==> config.mk <==
export PLATFORM = sky130hd
export DESIGN_NAME = dbus_arbiter
export DESIGN_NICKNAME = d
export VERILOG_FILES = /design/src/rtl/dbus_arbiter.sv
export SDC_FILE = /design/constraint.sdc
export NUM_CORES = 1
export LEC_CHECK = 0
export BUFFER_PORTS_ARGS = -buffer_cell sky130_fd_sc_hd__buf_2
export CORE_AREA = 2 2 135 137
export CTS_BUF_LIST = sky130_fd_sc_hd__clkbuf_16
export DETAILED_ROUTE_END_ITERATION = 10
export DIE_AREA = 0 0 137 139
export GPL_TIMING_DRIVEN = 0
export HOLD_SLACK_MARGIN = 0.15
export PLACE_DENSITY_LB_ADDON = 0.25
export RECOVER_POWER = 100
export SLEW_MARGIN = 15
export SYNTH_ARGS = -nofsm -noshare
export SYNTH_HDL_FRONTEND = slang
export SYNTH_SLANG_ARGS = --single-unit
export TNS_END_PERCENT = 50
==> constraint.sdc <==
create_clock -name clk_i -period 2 [get_ports clk_i]
set_input_delay 0.2 -clock clk_i [delete_from_list [all_inputs] [get_ports clk_i]]
set_output_delay 0.2 -clock clk_i [all_outputs]
set_load 0.1 [all_outputs]
==> src/rtl/dbus_arbiter.sv <==
// Two-master round-robin arbiter for the data bus, with a per-transaction
// watchdog that completes hung commands with an error response.
module dbus_arbiter #(
    parameter int unsigned TIMEOUT  = 1024,
    parameter logic [31:0] ERR_DATA = 32'hDEADBEEF
) (
    input  logic        clk_i,
    input  logic        rst_i,

    input  logic [31:0] m0_cmd_addr_i,
    input  logic        m0_cmd_we_i,
    input  logic        m0_cmd_valid_i,
    output logic        m0_cmd_ack_o,
    output logic [31:0] m0_read_data_o,
    input  logic [31:0] m0_write_data_i,
    input  logic [3:0]  m0_write_en_i,

    input  logic [31:0] m1_cmd_addr_i,
    input  logic        m1_cmd_we_i,
    input  logic        m1_cmd_valid_i,
    output logic        m1_cmd_ack_o,
    output logic [31:0] m1_read_data_o,
    input  logic [31:0] m1_write_data_i,
    input  logic [3:0]  m1_write_en_i,

    output logic [31:0] s_cmd_addr_o,
    output logic        s_cmd_we_o,
    output logic        s_cmd_valid_o,
    output logic [31:0] s_write_data_o,
    output logic [3:0]  s_write_en_o,
    input  logic        s_cmd_ack_i,
    input  logic [31:0] s_read_data_i,

    output logic        err_o,
    output logic [31:0] err_addr_o,
    output logic        err_master_o,
    input  logic        err_clr_i
);

    localparam int unsigned      CNT_W     = (TIMEOUT == 0) ? 1 : $clog2(TIMEOUT + 1);
    localparam logic [CNT_W-1:0] CNT_LIMIT = CNT_W'(TIMEOUT);
    localparam logic [CNT_W-1:0] CNT_ONE   = CNT_W'(1);

    typedef enum logic [1:0] {
        IDLE  = 2'd0,
        BUSY0 = 2'd1,
        BUSY1 = 2'd2
    } state_t;

    state_t           state_reg, state_next;
    logic             rr_last_reg, rr_last_next;
    logic [CNT_W-1:0] wait_cnt_reg, wait_cnt_next;
    logic             err_reg, err_next;
    logic [31:0]      err_addr_reg, err_addr_next;
    logic             err_master_reg, err_master_next;

    logic [1:0]  m_valid;
    logic [1:0]  m_we;
    logic [31:0] m_addr  [2];
    logic [31:0] m_wdata [2];
    logic [3:0]  m_wen   [2];
    logic [1:0]  m_ack;
    logic [31:0] m_rdata [2];

    logic grant_any;
    logic grant_idx;
    logic wd_fire;
    logic slave_done;

    assign m_valid    = {m1_cmd_valid_i, m0_cmd_valid_i};
    assign m_we       = {m1_cmd_we_i, m0_cmd_we_i};
    assign m_addr[0]  = m0_cmd_addr_i;
    assign m_addr[1]  = m1_cmd_addr_i;
    assign m_wdata[0] = m0_write_data_i;
    assign m_wdata[1] = m1_write_data_i;
    assign m_wen[0]   = m0_write_en_i;
    assign m_wen[1]   = m1_write_en_i;

    // Grant decode: IDLE arbitrates, BUSYn only ever forwards master n.
    always_comb begin
        grant_any = 1'b0;
        grant_idx = 1'b0;
        case (state_reg)
            IDLE: begin
                grant_any = |m_valid;
                grant_idx = (&m_valid) ? ~rr_last_reg : m_valid[1];
            end
            BUSY0: begin
                grant_any = m_valid[0];
                grant_idx = 1'b0;
            end
            BUSY1: begin
                grant_any = m_valid[1];
                grant_idx = 1'b1;
            end
            default: ;
        endcase
    end

    assign wd_fire    = (TIMEOUT != 0) && (state_reg != IDLE) && grant_any
                        && (wait_cnt_reg == CNT_LIMIT);
    assign slave_done = grant_any && s_cmd_ack_i && !wd_fire;

    always_ff @(posedge clk_i or posedge rst_i) begin
        if (rst_i) begin
            state_reg      <= IDLE;
            rr_last_reg    <= 1'b1;
            wait_cnt_reg   <= '0;
            err_reg        <= 1'b0;
            err_addr_reg   <= '0;
            err_master_reg <= 1'b0;
        end else begin
            state_reg      <= state_next;
            rr_last_reg    <= rr_last_next;
            wait_cnt_reg   <= wait_cnt_next;
            err_reg        <= err_next;
            err_addr_reg   <= err_addr_next;
            err_master_reg <= err_master_next;
        end
    end

    always_comb begin
        state_next      = state_reg;
        rr_last_next    = rr_last_reg;
        wait_cnt_next   = wait_cnt_reg;
        err_addr_next   = err_addr_reg;
        err_master_next = err_master_reg;
        err_next        = err_reg;

        case (state_reg)
            IDLE: begin
                if (grant_any) begin
                    if (slave_done) begin
                        rr_last_next = grant_idx;
                    end else begin
                        state_next    = grant_idx ? BUSY1 : BUSY0;
                        wait_cnt_next = CNT_ONE;
                    end
                end
            end
            BUSY0, BUSY1: begin
                if (!grant_any) begin
                    // Master withdrew without an ack: abandon, keep rr_last.
                    state_next    = IDLE;
                    wait_cnt_next = '0;
                end else if (wd_fire || slave_done) begin
                    state_next    = IDLE;
                    rr_last_next  = grant_idx;
                    wait_cnt_next = '0;
                end else begin
                    wait_cnt_next = wait_cnt_reg + CNT_ONE;
                end
            end
            default: state_next = IDLE;
        endcase

        // Set wins over clear when both happen in the same cycle.
        if (wd_fire) begin
            err_next        = 1'b1;
            err_addr_next   = m_addr[grant_idx];
            err_master_next = grant_idx;
        end else if (err_clr_i) begin
            err_next = 1'b0;
        end
    end

    always_comb begin
        s_cmd_addr_o   = '0;
        s_cmd_we_o     = 1'b0;
        s_cmd_valid_o  = 1'b0;
        s_write_data_o = '0;
        s_write_en_o   = '0;
        if (grant_any && !rst_i) begin
            s_cmd_addr_o   = m_addr[grant_idx];
            s_cmd_we_o     = m_we[grant_idx];
            s_cmd_valid_o  = !wd_fire;
            s_write_data_o = m_wdata[grant_idx];
            s_write_en_o   = m_wen[grant_idx];
        end
    end

    genvar gi;
    generate
        for (gi = 0; gi < 2; gi++) begin : g_master
            logic granted;
            assign granted     = !rst_i && grant_any && (grant_idx == 1'(gi));
            assign m_ack[gi]   = granted && (slave_done || wd_fire);
            assign m_rdata[gi] = !granted ? 32'd0 : (wd_fire ? ERR_DATA : s_read_data_i);
        end
    endgenerate

    assign m0_cmd_ack_o   = m_ack[0];
    assign m1_cmd_ack_o   = m_ack[1];
    assign m0_read_data_o = m_rdata[0];
    assign m1_read_data_o = m_rdata[1];

    assign err_o        = err_reg;
    assign err_addr_o   = err_addr_reg;
    assign err_master_o = err_master_reg;

endmodule

-- Word level (Yosys, flattened, before mapping)
Index checks and enable logic that the tools add are counted.
- register bits after elaboration: 48
- output and inout bits: 170
- word-level logic and storage cells: 83
- input port bits: 176
- mux-type cells: 40
- bitwise gates (word level): 3
- equal/unequal tests: 9
- add/sub/neg operators: 1
- magnitude comparators: 2
- reduce and logical (&&, ||, !) cells: 22
- operators by type and width (cell ; count):
    32-bit two-way mux ; 11
    11-bit two-way mux ; 4
    11-bit one-hot mux with 2 select lines ; 1
    4-bit two-way mux ; 4
    11-bit by 1-bit adder with 11-bit output, second input constant ; 1
    11-bit == test, second input constant ; 1
    1-bit two-way mux ; 11
    2-bit two-way mux ; 5
    2-bit != test, second input constant ; 5
    1-bit logical AND ; 9
    3-bit AND reduction ; 2
    2-bit nonzero test ; 3
    5-bit AND reduction ; 1
    1-bit one-hot mux with 2 select lines ; 2
    2-bit one-hot mux with 2 select lines ; 1
    2-bit OR reduction ; 2
    3-bit != test, second input constant ; 1
    1-bit one-hot mux with 3 select lines ; 1
    2-bit by 1-bit == test with 1-bit output, second input constant ; 1
    2-bit == test, second input constant ; 1
    2-bit >= comparator, second input constant ; 1
    1-bit logical NOT ; 2
    2-bit logical NOT ; 1
    1-bit by 2-bit < comparator with 1-bit output, second input constant ; 1
    4 further kinds ; 5

-- Logic depth before layout (Yosys ltp)
Gate-level depths: netlist of the first run.
- depth in word-level cells: 10
- gate-level depth with buffers: 9
- gate-level depth less buffers: 6

-- Worst setup path before layout of the first run
Ideal clock, no wire load.
- path type: register to output
- start: register state_reg[0]
- end: output port m0_cmd_ack_o
- required time: 1.800 ns
- cell stages (with the launch flop): 10
- path slack: -1.735 ns
- arrival: 3.535 ns
- buffers on the path: 3
- path through: dfrtp_1 > inv_1 > ha_1 > buf_4 > o21ai_1 > a21oi_1 > buf_4 > buf_2 > o21ai_0 > nor3_1
- longest elaborated chain between the ends: 8
- elaborated cells on any way between the ends: 16
- classes of those cells: eq/ne: 2; mux: 2; bitwise: 1; reduce/logical: 11
- RTL lines (element ; RTL line ; source):
    start, declared ; 50 ; state_t state_reg, state_next;
    start signal, assigned ; 113 ; state_reg <= state_next;
    2-bit == test (tied with other cells) ; 83 ; case (state_reg)
    1-bit one-hot mux with 3 select lines ; 83 ;
    1-bit logical AND ; 100 ; assign wd_fire = (TIMEOUT != 0) && (state_reg != IDLE) && grant_any
    1-bit logical AND ; 101 ; && (wait_cnt_reg == CNT_LIMIT);
    1-bit logical NOT ; 102 ; assign slave_done = grant_any && s_cmd_ack_i && !wd_fire;
    1-bit logical AND ; 102 ;
    1-bit logical OR ; 187 ; assign m_ack[gi] = granted && (slave_done || wd_fire);
    1-bit logical AND (*) ; 187 ;
    end, declared ; 13 ; output logic m0_cmd_ack_o,
Every way passes the cells marked *; elsewhere a longest branch is shown, timed or not.

-- Worst setup path in the final report of the first run
- start: register state_reg[1]
- end: output port m1_read_data_o[11]
- longest elaborated chain between the ends: 6
- elaborated cells on any way between the ends: 12
- classes of those cells: eq/ne: 2; mux: 4; reduce/logical: 6
- RTL lines (element ; RTL line ; source):
    2-bit == test (tied with other cells) ; 83 ;
    1-bit one-hot mux with 3 select lines ; 83 ;
    1-bit logical AND ; 100 ;
    1-bit logical AND ; 101 ;
    32-bit two-way mux ; 188 ; assign m_rdata[gi] = !granted ? 32'd0 : (wd_fire ? ERR_DATA : s_read_data_i);
    32-bit two-way mux (*) ; 188 ;
    end, declared ; 22 ; output logic [31:0] m1_read_data_o,
Marks and branches as above.

==> results of run 1 <==
## stage by stage
step           cell area (sq um)  setup TNS [ns]  utilization, %
3_5_place_dp                6875         -115.27           38.94
4_1_cts                    10050          -63.81           56.91
6_report                   10710          -69.84           60.68
5_1_grt                    10710          -84.29           60.68
3_3_place_gp                6855         -121.13           38.83
2_1_floorplan               4842          -37.68               -
## power by group through the flow
stage	clock network, mW	registers [mW]	logic (mW)
2_1_floorplan	0	1.10	7.13
3_3_place_gp	0	1.11	8.56
3_5_place_dp	0	1.11	8.56
4_1_cts	1.00	1.09	11.8
5_1_grt	1.04	1.11	13.3
6_report	0.984	1.09	12.9
## critical path, delay by kind of cell, from the launching register on
kind            cells  cell delay (ns)
compound gates      3             0.61
fa+ha+maj           1             0.14
buf+inv             6             0.84
flops               1             0.41
simple gates        1             0.13
## placed cells by master (no fill, tap or decap), types with 9 or more instances in the layout
cell type / n
sky130_fd_sc_hd__buf_2: 174
sky130_fd_sc_hd__buf_12: 157
sky130_fd_sc_hd__nand2_1: 108
sky130_fd_sc_hd__a21oi_4: 70
sky130_fd_sc_hd__dfrtp_1: 46
sky130_fd_sc_hd__a31oi_1: 45
sky130_fd_sc_hd__nand2_2: 40
sky130_fd_sc_hd__o21a_4: 39
sky130_fd_sc_hd__a21oi_1: 34
sky130_fd_sc_hd__clkbuf_1: 30
sky130_fd_sc_hd__buf_6: 24
sky130_fd_sc_hd__buf_4: 21
sky130_fd_sc_hd__buf_8: 15
sky130_fd_sc_hd__and3_4: 12
sky130_fd_sc_hd__clkbuf_2: 11
sky130_fd_sc_hd__clkbuf_16: 10
sky130_fd_sc_hd__nand3_1: 9
sky130_fd_sc_hd__buf_16: 9
sky130_fd_sc_hd__o21a_2: 9
## cells in the mapped netlist, types with 2 or more instances
cell,count
sky130_fd_sc_hd__inv_1,10
sky130_fd_sc_hd__mux2i_1,2
sky130_fd_sc_hd__o221ai_1,2
sky130_fd_sc_hd__nor2_1,5
sky130_fd_sc_hd__nand2_1,148
sky130_fd_sc_hd__ha_1,6
sky130_fd_sc_hd__o21a_1,49
sky130_fd_sc_hd__o21ai_1,2
sky130_fd_sc_hd__nand3_1,9
sky130_fd_sc_hd__clkbuf_1,21
sky130_fd_sc_hd__nand3b_1,4
sky130_fd_sc_hd__buf_6,7
sky130_fd_sc_hd__a31oi_1,45
sky130_fd_sc_hd__dfrtp_1,47
sky130_fd_sc_hd__buf_4,9
sky130_fd_sc_hd__nor3_1,3
sky130_fd_sc_hd__and3_1,19
sky130_fd_sc_hd__buf_1,6
sky130_fd_sc_hd__o21ai_0,4
sky130_fd_sc_hd__a21oi_1,104
sky130_fd_sc_hd__buf_2,9
## metal layers
metal / global-route usage [%] / vias to the layer above / share of wire [%]
met5: 0 / - / 0.043
met4: 10.53 / 2 / 4.6
met3: 5.300 / 58 / 6.6
met2: 42.55 / 267 / 53
met1: 27.38 / 2874 / 36
li1: - / 2732 / -
## cells by family after synthesis
logic type / after synthesis / share of synthesized area [%]
adders and majority gates: 6 / 1.946
muxes: 3 / 0.8109
buffers and inverters: 63 / 8.693
and+or+nand+nor: 199 / 23.09
AOI/OAI and AO/OA: 215 / 34.29
DFF: 48 / 31.17
## path summary, 6_finish.rpt
path,start,end,cells after the start
max in group asynchronous,rst_i,err_addr_o[18]$_DFFE_PP0P_,4
min in group asynchronous,rst_i,wait_cnt_reg[0]$_DFFE_PP0P_,3
min reg2reg,wait_cnt_reg[10]$_DFFE_PP0P_,wait_cnt_reg[10]$_DFFE_PP0P_,1
max,state_reg[1]$_DFFE_PP0P_,m1_read_data_o[11],11
max reg2reg,state_reg[1]$_DFFE_PP0P_,err_addr_o[19]$_DFFE_PP0P_,10
min,m1_cmd_addr_i[23],err_addr_o[23]$_DFFE_PP0P_,3
## final cells by class
cell class              count  area, sq um
repair buffers            404         4583
plain buffers              48        680.7
fillers                  1390         6943
multi-input cells         423         3735
diodes                      8        20.02
clock inverters             3        42.54
flip-flops and latches     48         1204
well taps                 229        286.5
inverters                  10        37.54
clock buffers               5        125.1
## timing repair
action                                  CTS  global route
setup buffers                            24            19
endpoints found under the setup margin  179           181
cloned                                   10             7
endpoints found under the hold margin    22             0
pin swaps                                 6            59
hold buffers                              2             0
resized for setup                       653           168
==> impl_summary.txt, run 1 <==
----------------------------------------------------
[Synth]
  Post-synthesis sequential element count ... 48
  Post-synth design cell area ... 0.003857 sq mm
  Biggest area contributors in the synthesized netlist ... sky130_fd_sc_hd__dfrtp_1, sky130_fd_sc_hd__nand2_1, sky130_fd_sc_hd__a21oi_1
  Most used flip-flop cell after synthesis ... sky130_fd_sc_hd__dfrtp_1
  Fraction of post-synthesis cell area in the top cell type by area ... 30.49%
  Sequential fraction of the synthesis area ... 31.17%
  Cell taking the most area after synthesis ... sky130_fd_sc_hd__dfrtp_1
  Avg Cell Area, Syn ... a little over 7 sq um
  Net count of the mapped netlist ... just over 700
  Count of flip-flops with a built-in enable after synthesis ... 0
  Netlist cell types ... 44
  Total number of yosys warnings ... 0
  Post-Syn Instances ... 534
  Async set or reset register ratio after synthesis ... 100.0%

[Global routing]
  Grt total ovfl ... 0
  Number of antenna violations at the first check in global routing ... 8
  Tot GR Track Use ... 24.06%
  Number of global-route vias before repair ... between 6k and 7k
  Wire length of the first global-routing pass ... ~36 mm
  Maximum number of pins on one net before global-route repair ... 27

[Timing]
  RSZ-0062 raised after global routing ... true
  Final setup vio count ... approximately 180
  Slew Limit Fails ... 0
  Slew of the pin with the lowest slew margin ... roughly 1.2 ns
  Part of the cycle the worst path needs ... 131.1%
  Max-slew headroom at the worst pin ... a little under a fifth
  Crit path time final ... 2.623 ns
  Largest clock skew in the final design ... around 0.010 ns
  Minimum hold slack ... ~0.20 ns
  Slack of the critical path ... -0.6229 ns
  Max Clk Rate ... 381.3 MHz
  Total count of hold-check failures in the final report ... 0

[Clock tree]
  Clock net sink count ... 48
  Clock buffer depth ... 2
  Clock tree from TritonCTS ... done
  Htree depth ... 2
  Clk Tree Root Cell ... sky130_fd_sc_hd__clkbuf_16
  Clk slew on worst S/H paths ... 0.07 ns
  Total CTS buffers ... 5
  Clock Latency Late Sink ... about 0.30 ns

[Routing]
  Vias per cell ... just over 5
  DR DRC count ... 0
  Count of antenna-violating nets left after detailed routing ... 0
  Drt first-iter violations ... roughly 190
  Post-detailed-route wirelength per cell ... between 20 and 25 microns
  Via Count ... between 5k and 6k
  Post-Route WL ... between 20 and 30 mm
  Number of optimization iterations in the first detailed-route pass ... 8

[Setup path]
  Critical-path top delay cell ... sky130_fd_sc_hd__dfrtp_1
  Critical path peak fanout ... 7
  Type of the worst setup path ... reg2out
  Endpoint required time on the critical path ... around 1.8 ns
  Kind of capture point of the worst setup path ... output pin
  Launching element type of the critical path ... register
  Worst path max stage delay ... 0.41 ns
  Sequence of cells on the critical path ... inv_2, buf_6, ha_4, o21ai_4, a211o_4, buf_12, nor2_4, buf_12, buf_4, o21a_2, buf_12
  Arrival time at the worst endpoint ... approximately 2.4 ns
  Most common cell on crit path ... sky130_fd_sc_hd__buf_12
  Setup slack of the worst register-to-register path ... -0.26 ns

[Floorplanning]
  Area of the die ... 0.01904 sq mm
  I/O pin count ... ~350
  Die height ... ~140 microns
  Horiz. Die Dim ... between 100 and 150 microns
  Number of placement rows ... 49
  Initial core utilization ... approximately 22%
  Placeable Area ... 0.01766 sq mm

[Placement]
  Total placed cells including tap cells ... 1109
  Estimated wirelength of the detail-placed design ... 15.83 mm
  Port-buffer cells ... between 300 and 400
  Final weighted congestion in routability-driven placement ... 0.8957
  Place WS ... -1.010 ns

[Finish]
  Fraction of final layout cells sized beyond drive strength 1 ... 66.74%
  Number of flip-flops in the largest register ... 32
  NumNets Final ... around 1.1k
  Final cell count without fillers ... 1178
  Area growth from synthesis to layout ... 177.7%

[Power and ir drop]
  Switching Fraction ... 56.28%
  VDD IR max ... 0.0008222 V
  Share of total power in the clock network ... 6.6%
  Leakage power ... ~4.5 nW
  Cell Int Power ... ~6.5 mW
  Register share of total power ... 7.3%
  Power per Cell Area ... between 1000 and 1500 mW/mm^2
  Tot Pwr ... 14.93 mW
  Switching component of the power ... 8.404 mW
  Portion of total power attributed to combinational logic ... a little under nine tenths

[Status]
  Failing checks ... negative setup slack
  Outcome ... finished, violations left

[Run]
  Count of maximum capacitance violations ... 0

[Worst hold path]
  Worst min path class ... in2reg

----------------------------------------------------
Note: power is estimated with default switching activity, not from simulation.
==> inputs of run 2 (changes only) <==
--- a/config.mk
+++ b/config.mk
@@ -5,11 +5,13 @@
 export SDC_FILE = /design/constraint.sdc
 export NUM_CORES = 1
 export LEC_CHECK = 0
+export ABC_AREA = 1
+export ABC_CLOCK_PERIOD_IN_PS = 2000
 export BUFFER_PORTS_ARGS = -buffer_cell sky130_fd_sc_hd__buf_2
-export CORE_AREA = 2 2 135 137
+export CORE_AREA = 2 2 133 135
 export CTS_BUF_LIST = sky130_fd_sc_hd__clkbuf_16
 export DETAILED_ROUTE_END_ITERATION = 10
-export DIE_AREA = 0 0 137 139
+export DIE_AREA = 0 0 135 137
 export GPL_TIMING_DRIVEN = 0
 export HOLD_SLACK_MARGIN = 0.15
 export PLACE_DENSITY_LB_ADDON = 0.25
==> run 2 against run 1 <==
  * The run still ends with negative setup slack left
  * Non-clock buffer count is 19 lower
  * Clock power is 4% higher
  * Sequential cell count did not move
  * Worst hold slack improved by 0.021 ns
  * Sequential share of layout area up 0.26 points
  * Routed wire length shrank 12%
  * Area after synthesis grew 3.4%
  * Critical endpoint is now m0_read_data_o[19]
  * Design area is 2.4% lower
==> impl_summary.txt, run 2 <==
----------------------------------------------------
[Synth]
  Async set or reset register ratio after synthesis ... 100.0% (unchanged)
  Netlist cell types ... 28 (was 44)
  Synth top cells by count ... sky130_fd_sc_hd__nand2_1, sky130_fd_sc_hd__nor2_1, sky130_fd_sc_hd__inv_1 (was sky130_fd_sc_hd__nand2_1, sky130_fd_sc_hd__a21oi_1, sky130_fd_sc_hd__o21a_1)
  Most used flip-flop cell after synthesis ... sky130_fd_sc_hd__dfrtp_1 (unchanged)
  Post-synthesis sequential element count ... 48 (unchanged)
  Sequential fraction of the synthesis area ... 30.13% (was 31.17%)
  Cell taking the most area after synthesis ... sky130_fd_sc_hd__dfrtp_1 (unchanged)
  Most used standard cell by instance count after synthesis ... sky130_fd_sc_hd__nand2_1 (unchanged)
  Total number of yosys warnings ... 0 (unchanged)
  Biggest area contributors in the synthesized netlist ... sky130_fd_sc_hd__dfrtp_1, sky130_fd_sc_hd__nand2_1, sky130_fd_sc_hd__nor2_1 (was sky130_fd_sc_hd__dfrtp_1, sky130_fd_sc_hd__nand2_1, sky130_fd_sc_hd__a21oi_1)
  Post-synth design cell area ... 0.003990 sq mm (was 0.003857 sq mm)
  Count of flip-flops with a built-in enable after synthesis ... 0 (unchanged)
  Post-Syn Instances ... 617 (was 534)
  Fraction of post-synthesis cell area in the top cell type by area ... 29.48% (was 30.49%)
  Avg Cell Area, Syn ... 6.467 sq um (was 7.224 sq um)
  Net count of the mapped netlist ... 799 (was 716)

[Clock tree]
  Clk slew on worst S/H paths ... 0.08 ns (was 0.07 ns)
  Clk Tree Root Cell ... sky130_fd_sc_hd__clkbuf_16 (unchanged)
  Clock tree from TritonCTS ... done (unchanged)
  Clock net sink count ... 48 (unchanged)
  Total CTS buffers ... 5 (unchanged)
  Clock buffer depth ... 2 (unchanged)
  Clock Latency Late Sink ... 0.29 ns (was 0.30 ns)
  Htree depth ... 2 (unchanged)

[Finish]
  Top library cells by usage in the layout, fill and taps aside ... sky130_fd_sc_hd__buf_2, sky130_fd_sc_hd__nand2_1, sky130_fd_sc_hd__buf_12 (was sky130_fd_sc_hd__buf_2, sky130_fd_sc_hd__buf_12, sky130_fd_sc_hd__nand2_1)
  Area growth from synthesis to layout ... 162.1% (was 177.7%)
  Fraction of final layout cells sized beyond drive strength 1 ... 60.59% (was 66.74%)
  Antenna cells ... 0 (was 8)
  Final cell count without fillers ... 1245 (was 1178)
  NumNets Final ... 1201 (was 1122)
  Most frequent standard cell in the layout excluding fill and tap cells ... sky130_fd_sc_hd__buf_2 (unchanged)
  Fin area ... 0.01046 sq mm (was 0.01071 sq mm)
  Number of flip-flops in the largest register ... 32 (unchanged)
  Number of fillers in the final layout ... 1398 (was 1390)

[Setup path]
  Critical path peak fanout ... 6 (was 7)
  Launching element type of the critical path ... register (unchanged)
  Type of the worst setup path ... reg2out (unchanged)
  Setup slack of the worst register-to-register path ... -0.25 ns (was -0.26 ns)
  Endpoint required time on the critical path ... 1.80 ns (about the same)
  Kind of capture point of the worst setup path ... output pin (unchanged)
  Arrival time at the worst endpoint ... 2.33 ns (was 2.42 ns)

[Routing]
  Vias per cell ... 4.633 (was 5.037)
  Via Count ... 5768 (was 5933)
  DR DRC count ... 0 (unchanged)
  Post-detailed-route wirelength per cell ... 17.88 microns (was 21.55 microns)
  Post-Route WL ... 22.26 mm (was 25.39 mm)
  Count of antenna-violating nets left after detailed routing ... 0 (unchanged)
  Drt first-iter violations ... 269 (was 185)
  Number of optimization iterations in the first detailed-route pass ... 4 (was 8)

[Power and ir drop]
  Power per Cell Area ... 1422 mW/mm^2 (was 1394 mW/mm^2)
  VDD IR max ... 0.0009762 V (was 0.0008222 V)
  Leakage power ... 4.620 nW (was 4.490 nW)
  Tot Pwr ... 14.87 mW (was 14.93 mW)

[Floorplanning]
  Horiz. Die Dim ... 135 microns (was 137 microns)
  Initial core utilization ... 23.39% (was 21.85%)
  I/O pin count ... 346 (unchanged)
  Number of placement rows ... 48 (was 49)
  Area of the die ... 0.01850 sq mm (was 0.01904 sq mm)
  Die height ... 137 microns (was 139 microns)
  Placeable Area ... 0.01706 sq mm (was 0.01766 sq mm)

[Timing]
  Minimum hold slack ... 0.2245 ns (was 0.2038 ns)
  Slack of the critical path ... -0.5298 ns (was -0.6229 ns)
  Largest clock skew in the final design ... 0.008365 ns (was 0.01046 ns)
  Total count of hold-check failures in the final report ... 0 (unchanged)
  Max-slew headroom at the worst pin ... 17.18% (was 18.90%)
  Crit path time final ... 2.530 ns (was 2.623 ns)
  Final setup vio count ... 173 (was 177)
  RSZ-0062 raised after global routing ... true (unchanged)
  Slew Limit Fails ... 0 (unchanged)
  Part of the cycle the worst path needs ... 126.5% (was 131.1%)
  Max Clk Rate ... 395.3 MHz (was 381.3 MHz)
  Slew of the pin with the lowest slew margin ... 1.248 ns (was 1.222 ns)

[Global routing]
  Number of global-route vias before repair ... 5553 (was 6038)
  Tot GR Track Use ... 20.83% (was 24.06%)
  Wire length of the first global-routing pass ... 30.59 mm (was 35.50 mm)
  Maximum number of pins on one net before global-route repair ... 25 (was 27)
  Grt total ovfl ... 0 (unchanged)
  Number of antenna violations at the first check in global routing ... 0 (was 8)

[Placement]
  Total placed cells including tap cells ... 1188 (was 1109)
  Port-buffer cells ... 345 (unchanged)
  Placed instance area ... 0.007147 sq mm (was 0.006875 sq mm)
  Estimated wirelength of the detail-placed design ... 14.37 mm (was 15.83 mm)
  Final weighted congestion in routability-driven placement ... 0.7965 (was 0.8957)

[Status]
  Failing checks ... negative setup slack (unchanged)
  Outcome ... finished, violations left (unchanged)

[Run]
  Count of maximum capacitance violations ... 0 (unchanged)

[Worst hold path]
  Worst min path class ... in2reg (unchanged)

----------------------------------------------------
## run 2: changes by cell type after synthesis, sizes merged, moves of 19 or more
cell | before | now
mux2i | 2 | 32
o21a | 49 | 1
nor2 | 6 | 102
a21oi | 104 | 39
o21ai | 6 | 67
and3 | 19 | 0
inv | 10 | 68
a31oi | 46 | 0
## run 2: metal layers
metal	vias to the layer above	track usage, %	share of wire [%]
li1	2782	-	-
met1	2761	25.49	37
met2	192	38.52	56
met3	33	3.593	5.0
met4	0	3.993	2.0
met5	-	0	0
## run 2: cells by family (layout without fill, tap and decap cells)
family                     Yosys count  in the layout  synth area share, %
buffers and inverters              108            510                12.67
xor gates and xnor gates             4              4               0.8782
AOI/OAI and AO/OA                  107            107                13.48
muxes                               32             32                8.028
adders and majority gates            6              6                1.881
and+or+nand+nor                    312            313                32.93
DFF                                 48             48                30.14
## run 2: cell type report
cell class,instances,area (sq um),share of cell area [%]
timing repair buffer,393,4207,40.23
multi-input combinational,462,3792,36.26
sequential,48,1202,11.50
buffer,40,513.0,4.905
tap,225,281.5,2.692
inverter,68,270.3,2.584
clock buffer,5,125.1,1.196
clock inverter,3,50.05,0.4786
timing repair inverter,1,16.27,0.1555
## run 2: critical path, stage by stage (launching register included)
cell and delay (ns):
sky130_fd_sc_hd__dfrtp_1 0.43, sky130_fd_sc_hd__inv_2 0.12, sky130_fd_sc_hd__ha_4 0.14, sky130_fd_sc_hd__nand2_2 0.05, sky130_fd_sc_hd__nand2_2 0.07, sky130_fd_sc_hd__inv_2 0.05, sky130_fd_sc_hd__nand2_4 0.10, sky130_fd_sc_hd__nand2_8 0.08
sky130_fd_sc_hd__nor2_8 0.17, sky130_fd_sc_hd__inv_8 0.07, sky130_fd_sc_hd__nor2_8 0.20, sky130_fd_sc_hd__buf_6 0.16, sky130_fd_sc_hd__o21ai_1 0.09, sky130_fd_sc_hd__inv_1 0.12, sky130_fd_sc_hd__buf_12 0.18
## run 2: worst paths after layout
path	start	endpoint	cells after the start
max in group asynchronous	rst_i	err_addr_o[10]$_DFFE_PP0P_	4
min	m1_cmd_addr_i[15]	err_addr_o[15]$_DFFE_PP0P_	3
min reg2reg	rr_last_reg$_DFFE_PP1P_	rr_last_reg$_DFFE_PP1P_	2
min in group asynchronous	rst_i	rr_last_reg$_DFFE_PP1P_	3
max	state_reg[0]$_DFFE_PP0P_	m0_read_data_o[19]	14
max reg2reg	state_reg[0]$_DFFE_PP0P_	state_reg[1]$_DFFE_PP0P_	16
## run 2: stage by stage
step / utilization (%) / setup WS [ns] / TNS (ns)
floorplan: - / -0.3744 / -29.46
global placement: 41.78 / -0.4933 / -64.04
detailed placement: 41.90 / -0.5059 / -55.00
CTS: 54.98 / -0.4829 / -61.78
global route: 61.31 / -0.6139 / -78.88
finish: 61.31 / -0.5298 / -60.85
## run 2: timing repair
action	4_1_cts	5_1_grt
resized for setup	513	195
gates cloned	5	8
endpoints found under the hold margin	25	0
setup buffers	15	18
hold buffers	3	0
setup endpoints to repair	161	184
pin swaps	7	35
## run 2: where the power goes
group	switching (mW)	total [mW]	internal, mW
clock	0.418	1.02	0.605
combinational	8.15	12.8	4.63
sequential	0.0450	1.07	1.02
